$ cat config.mk
export PLATFORM = sky130hd
export DESIGN_NAME = dff_write_arbiter
export DESIGN_NICKNAME = d
export VERILOG_FILES = /design/src/rtl/dff_arb_pkg.sv /design/src/rtl/rr_pick.sv /design/src/rtl/dff_write_arbiter.sv
export SDC_FILE = /design/constraint.sdc
export NUM_CORES = 1
export LEC_CHECK = 0
export CORE_AREA = 10 10 55 89
export DETAILED_ROUTE_END_ITERATION = 8
export DIE_AREA = 0 0 65 99
export GPL_TIMING_DRIVEN = 0
export HOLD_SLACK_MARGIN = 0.05
export MAX_ROUTING_LAYER = met4
export PLACE_DENSITY = 0.69
export SYNTH_ARGS = -nofsm -noshare
export SYNTH_HDL_FRONTEND = slang
export SYNTH_SLANG_ARGS = --single-unit
export TNS_END_PERCENT = 1
$ cat constraint.sdc
create_clock -name clock -period 1.7 [get_ports clock]
set_input_delay 0.17 -clock clock [delete_from_list [all_inputs] [get_ports clock]]
set_output_delay 0.17 -clock clock [all_outputs]
set_load 0.1 [all_outputs]
$ cat src/rtl/dff_arb_pkg.sv
// Shared definitions for the round-robin write arbiter.
//   arb_state_e  : arbiter FSM states (2-bit encoding)
//   owner_width  : width of a requester index, never less than 1
//   Reset*       : reset values of the arbiter state
package dff_arb_pkg;

    typedef enum logic [1:0] {
        StIdle    = 2'd0,
        StCapture = 2'd1,
        StAck     = 2'd2
    } arb_state_e;

    function automatic int unsigned owner_width(input int unsigned num_req);
        return (num_req <= 2) ? 1 : $clog2(num_req);
    endfunction

    localparam arb_state_e ResetState  = StIdle;
    localparam logic       ResetQValid = 1'b0;
    localparam logic       ResetBusy   = 1'b0;

endpackage

$ cat src/rtl/rr_pick.sv
// Combinational round-robin selector.
//   req    : request vector, one bit per requester
//   ptr    : requester with highest priority this round
//   winner : first set bit of req searching upward from ptr, wrapping to 0
//   valid  : at least one request is set
module rr_pick
    import dff_arb_pkg::*;
#(
    parameter int unsigned NUM_REQ = 4,
    parameter int unsigned IDX_W   = owner_width(NUM_REQ)
) (
    input  logic [NUM_REQ-1:0] req,
    input  logic [IDX_W-1:0]   ptr,
    output logic [IDX_W-1:0]   winner,
    output logic               valid
);

    logic [2*NUM_REQ-1:0] req_dbl;
    logic [NUM_REQ-1:0]   req_rot;
    logic [IDX_W-1:0]     offset;
    logic [IDX_W:0]       sum;

    always_comb begin
        // Rotate so that bit 0 is the requester at ptr; the lowest set bit
        // is then the distance from ptr to the winner.
        req_dbl = {req, req};
        req_rot = NUM_REQ'(req_dbl >> ptr);

        offset = '0;
        for (int i = int'(NUM_REQ) - 1; i >= 0; i--) begin
            if (req_rot[i]) begin
                offset = IDX_W'(i);
            end
        end

        sum = {1'b0, ptr} + {1'b0, offset};
        if (sum >= (IDX_W + 1)'(NUM_REQ)) begin
            sum = sum - (IDX_W + 1)'(NUM_REQ);
        end

        winner = sum[IDX_W-1:0];
        valid  = |req;
    end

endmodule

$ cat src/rtl/dff_write_arbiter.sv
// Round-robin write arbiter in front of a shared DATA_W-bit register.
//   clock   : rising-edge clock
//   reset   : asynchronous active-low reset
//   clear   : synchronous clear of q/q_valid, aborts a pending capture
//   req     : level requests, one per requester
//   wdata   : requester i's word in bits [i*DATA_W +: DATA_W]
//   ack     : one-hot, one-cycle write acknowledge
//   q       : shared register contents
//   q_valid : q holds a written, uncleared value
//   q_owner : index of the last writer
//   busy    : a transaction is in flight
module dff_write_arbiter
    import dff_arb_pkg::*;
#(
    parameter  int unsigned NUM_REQ = 4,
    parameter  int unsigned DATA_W  = 8,
    localparam int unsigned OWNER_W = owner_width(NUM_REQ)
) (
    input  logic                      clock,
    input  logic                      reset,
    input  logic                      clear,
    input  logic [NUM_REQ-1:0]        req,
    input  logic [NUM_REQ*DATA_W-1:0] wdata,
    output logic [NUM_REQ-1:0]        ack,
    output logic [DATA_W-1:0]         q,
    output logic                      q_valid,
    output logic [OWNER_W-1:0]        q_owner,
    output logic                      busy
);

    arb_state_e          state_q, state_d;
    logic [OWNER_W-1:0]  grant_q, grant_d;
    logic [OWNER_W-1:0]  ptr_q, ptr_d;
    logic [OWNER_W-1:0]  owner_q, owner_d;
    logic [DATA_W-1:0]   q_q, q_d;
    logic                q_valid_q, q_valid_d;
    logic [NUM_REQ-1:0]  ack_q, ack_d;

    logic [OWNER_W-1:0]  pick_winner;
    logic                pick_valid;
    logic [DATA_W-1:0]   words [NUM_REQ];

    for (genvar i = 0; i < NUM_REQ; i++) begin : g_words
        assign words[i] = wdata[i*DATA_W +: DATA_W];
    end

    rr_pick #(
        .NUM_REQ (NUM_REQ),
        .IDX_W   (OWNER_W)
    ) u_rr_pick (
        .req    (req),
        .ptr    (ptr_q),
        .winner (pick_winner),
        .valid  (pick_valid)
    );

    always_comb begin
        state_d   = state_q;
        grant_d   = grant_q;
        ptr_d     = ptr_q;
        owner_d   = owner_q;
        q_d       = q_q;
        q_valid_d = q_valid_q;
        ack_d     = '0;

        unique case (state_q)
            StIdle: begin
                if (pick_valid) begin
                    grant_d = pick_winner;
                    state_d = StCapture;
                end
            end
            StCapture: begin
                if (clear) begin
                    // Abort: requester stays pending and ptr is untouched,
                    // so the same requester wins the next arbitration.
                    state_d = StIdle;
                end else begin
                    q_d       = words[grant_q];
                    q_valid_d = 1'b1;
                    owner_d   = grant_q;
                    ack_d     = NUM_REQ'(1) << grant_q;
                    state_d   = StAck;
                end
            end
            StAck: begin
                if (grant_q == OWNER_W'(NUM_REQ - 1)) begin
                    ptr_d = '0;
                end else begin
                    ptr_d = grant_q + OWNER_W'(1);
                end
                state_d = StIdle;
            end
            default: begin
                state_d = StIdle;
            end
        endcase

        // Clear wins over any write in the same cycle; ownership is kept.
        if (clear) begin
            q_d       = '0;
            q_valid_d = 1'b0;
        end
    end

    always_ff @(posedge clock or negedge reset) begin
        if (!reset) begin
            state_q   <= ResetState;
            grant_q   <= '0;
            ptr_q     <= '0;
            owner_q   <= '0;
            q_q       <= '0;
            q_valid_q <= ResetQValid;
            ack_q     <= '0;
        end else begin
            state_q   <= state_d;
            grant_q   <= grant_d;
            ptr_q     <= ptr_d;
            owner_q   <= owner_d;
            q_q       <= q_d;
            q_valid_q <= q_valid_d;
            ack_q     <= ack_d;
        end
    end

    assign ack     = ack_q;
    assign q       = q_q;
    assign q_valid = q_valid_q;
    assign q_owner = owner_q;
    assign busy    = (state_q != StIdle) ? 1'b1 : ResetBusy;

endmodule

==> results.json <==
{
  "status": "finished with violations",
  "violations": "setup timing",
  "switchingPower_mw": 1.793,
  "synth_edf_count": 0,
  "nets": 212,
  "cp.required_ns": 1.89,
  "synth_area_um2": 1214,
  "die_area_um2": 6435,
  "track_usage_pct": 11.31,
  "drt_iter0_markers": 45,
  "synth_fp_nets": 155,
  "vias_per_cell": 4.939,
  "fill_cells": 330,
  "overflow": 0,
  "p_leak_nw": 0.8054,
  "reg2reg_slack_ns": -0.005,
  "fin_ws_ns": -0.004507,
  "tightest_slew_ns": 0.9981,
  "vias": 1047,
  "max_clock_freq_mhz": 586.7,
  "hold_slack_ns": 0.3261,
  "top_level_ports": 55,
  "cts_tree": "done",
  "grt_pass1_wl_um": 5568,
  "relSlewSlack_pct": 33.72,
  "dpl.hpwl_um": 2930,
  "yosys.area.top_type_share_pct": 43.30,
  "min_path_cells": 2,
  "cp.arrival_ns": 1.89,
  "routedWlPerCell_um": 16.76,
  "ys_seq_elements": 21,
  "htreeDepth": 1,
  "grt_pass1_vias": 1113,
  "rows": 28,
  "sequentialPowerShare_pct": 24.3,
  "crit_type": "flip-flop to flip-flop",
  "worstPathMaxFanout": 9,
  "min_period_over_period_pct": 100.3,
  "final_cell_mix": "clkdlybuf4s50_1 (34), dfrtp_1 (21), nand2_1 (19), dlygate4sd2_1 (13)",
  "synthArstFlopShare_pct": 100.0,
  "cts_inserted_buffers": 3,
  "final_max_slew_viol_count": 0,
  "root_buffer": "clkbuf_8",
  "path_buf_inv": 1,
  "diodes": 0,
  "die_h_um": 99,
  "syn_area_per_cell_um2": 10.93,
  "holdBufCountCts": 0,
  "ys_seq_area_share_pct": 43.30,
  "clock_path_buffers": 2,
  "cts_sinks": 21,
  "path_cells": "buf_6 > nand2_1 > a21oi_2 > o22ai_1 > o21a_1 > ha_1 > xor2_1 > a31o_1 > a31oi_1",
  "drcViolationCount": 0,
  "area_delta_synth_final_pct": 50.83,
  "hp-class": "primary input to flip-flop",
  "final_common_cell": "clkdlybuf4s50_1",
  "synthCells": 111,
  "combPwrFrac_pct": 65.8,
  "worstSetupEndpointType": "flip-flop",
  "antenna_found_initial": 0,
  "firstDrtPassIters": 4,
  "drt.antenna.violating_nets": 0,
  "p_clk_share_pct": 9.9,
  "swShare_pct": 54.21,
  "yosysUniqueCellTypes": 33,
  "grt_max_degree": 22,
  "cpMaxStageDelayCell": "dfrtp_1",
  "clock_latency_ns": 0.26,
  "layout-drive-gt1-share_pct": 16.17,
  "period_minus_slack_ns": 1.705,
  "die_w_um": 65,
  "yosysWarnings": 0,
  "setup_violations": 1,
  "utilization_pct": 53.87,
  "critPathTopFamily": "compound AO/OA/AOI/OAI gates",
  "slowest_delay_ns": 0.34,
  "start_util_pct": 35.71,
  "worstSetupStartpointType": "flip-flop",
  "hold_viol": 0,
  "ys_top_cells_by_area": "dfrtp_1 (43%), mux4_2 (15%), nand2_1 (6.2%)",
  "rsz0062_at_grt": "true",
  "clk_pin_slew_ns": 0.07,
  "wl_um": 3553,
  "yosys_most_used_dff": "dfrtp_1",
  "drv_cap": 0,
  "power_density_nw_per_um2": 1807,
  "gp_congestion": 0.7789,
  "final_cells": 212,
  "port_buffers": 52,
  "postCtsSetupBuffers": 0,
  "hp-start": "clear",
  "post-place-cells": 208,
  "timing.rr.end": "grant_q[1]$_DFFE_PN0P_",
  "peakVddDrop_v": 0.001127,
  "p_int_mw": 1.515,
  "reg2reg_from": "ptr_q[1]$_DFFE_PN0N_",
  "whs_endpoint": "q_valid$_DFFE_PN0P_",
  "core-area_um2": 3398,
  "reg2reg_depth": 9,
  "synth_top_cell_by_area": "dfrtp_1",
  "skew_ns": 0.002179
}
[through the flow]
| stage | power, mW | area, um^2 | setup TNS [ns] | setup slack, ns |
|---|---|---|---|---|
| after global routing | 3.509 | 1831 | -0.1134 | -0.1134 |
| after floorplan | 2.507 | 1214 | 0 | 0.1333 |
| after detailed placement | 3.090 | 1790 | -0.7492 | -0.4186 |
| after CTS | 3.350 | 1829 | -0.1221 | -0.1221 |
| after global placement | 3.045 | 1790 | -0.5824 | -0.3355 |
| final | 3.308 | 1831 | -0.004507 | -0.004507 |
[worst register-to-register path, stage by stage, from the launching register on]
cell and delay (ns):
dfrtp_1 0.34, buf_6 0.13, nand2_1 0.07, a21oi_2 0.12
o22ai_1 0.09, o21a_1 0.18, ha_1 0.18, xor2_1 0.16
a31o_1 0.20, a31oi_1 0.16
[synthesized netlist by cell type (2+ instances only)]
| cell | n |
|---|---|
| a21oi_1 | 10 |
| and2_1 | 4 |
| and2b_2 | 2 |
| clkbuf_1 | 3 |
| dfrtp_1 | 21 |
| ha_1 | 5 |
| inv_1 | 2 |
| mux2_2 | 3 |
| mux4_2 | 8 |
| nand2_1 | 20 |
| nand2b_1 | 2 |
| nor2_1 | 5 |
| nor2b_1 | 3 |
| nor3b_1 | 2 |
| o21ai_0 | 3 |
[state kept, by name (all words and copies together), names as in the netlist]
signal   flops
state_q      2
ack          4
q_valid      1
ptr_q        2
grant_q      2
q            8
q_owner      2
[power by group through the flow]
stage / sequential [mW] / combinational [mW] / clock (mW)
2_1_floorplan: 1.61 / 0.894 / 0
3_3_place_gp: 0.807 / 2.24 / 0
3_5_place_dp: 0.816 / 2.27 / 0
4_1_cts: 0.804 / 2.21 / 0.337
5_1_grt: 0.833 / 2.31 / 0.362
6_report: 0.803 / 2.18 / 0.326
[per-layer routing]
metal,vias up,track usage (%),routed length [um]
met3,5,2.834,205
met4,0,4.967,68
met2,40,19.59,1877
li1,501,-,-
met1,501,11.60,1402
met5,-,-,0
[what timing repair did]
action	CTS	global route
pin swaps	3	1
gates resized for setup	23	6
gates cloned	0	0
setup endpoints to repair	19	6
[how the worst max path moves through the flow]
stage	from	end	slack [ns]	cells after the start
CTS	state_q[1]$_DFFE_PN0P_	busy	-0.12	2
floorplan	ptr_q[1]$_DFFE_PN0N_	grant_q[1]$_DFFE_PN0P_	0.13	9
global route	ptr_q[1]$_DFFE_PN0N_	grant_q[1]$_DFFE_PN0P_	-0.11	9
finish	ptr_q[1]$_DFFE_PN0N_	grant_q[1]$_DFFE_PN0P_	-0.005	9
global placement	req[3]	grant_q[1]$_DFFE_PN0P_	-0.34	9
detailed placement	req[3]	grant_q[1]$_DFFE_PN0P_	-0.42	9
[area by class of cell]
type / instances / area (um^2) / share of cell area (%)
Multi-Input combinational cell: 81 / 644.4 / 35.20
Sequential cell: 21 / 525.5 / 28.71
Timing Repair Buffer: 52 / 499.2 / 27.27
Tap cell: 45 / 56.30 / 3.076
Buffer: 7 / 52.55 / 2.871
Clock buffer: 4 / 45.04 / 2.461
Inverter: 2 / 7.507 / 0.4101
[cells by family (layout without fill, tap and decap cells)]
kind of cell / after synthesis / in the layout / synth area share, %
AOI/OAI and AO/OA: 19 / 19 / 8.970
muxes: 12 / 12 / 18.45
buffers and inverters: 9 / 65 / 4.639
and+or+nand+nor: 44 / 44 / 18.76
xor gates and xnor gates: 1 / 1 / 0.7218
adders and majority gates: 5 / 5 / 5.155
DFF: 21 / 21 / 43.30
(Power assumes the default switching activity.)
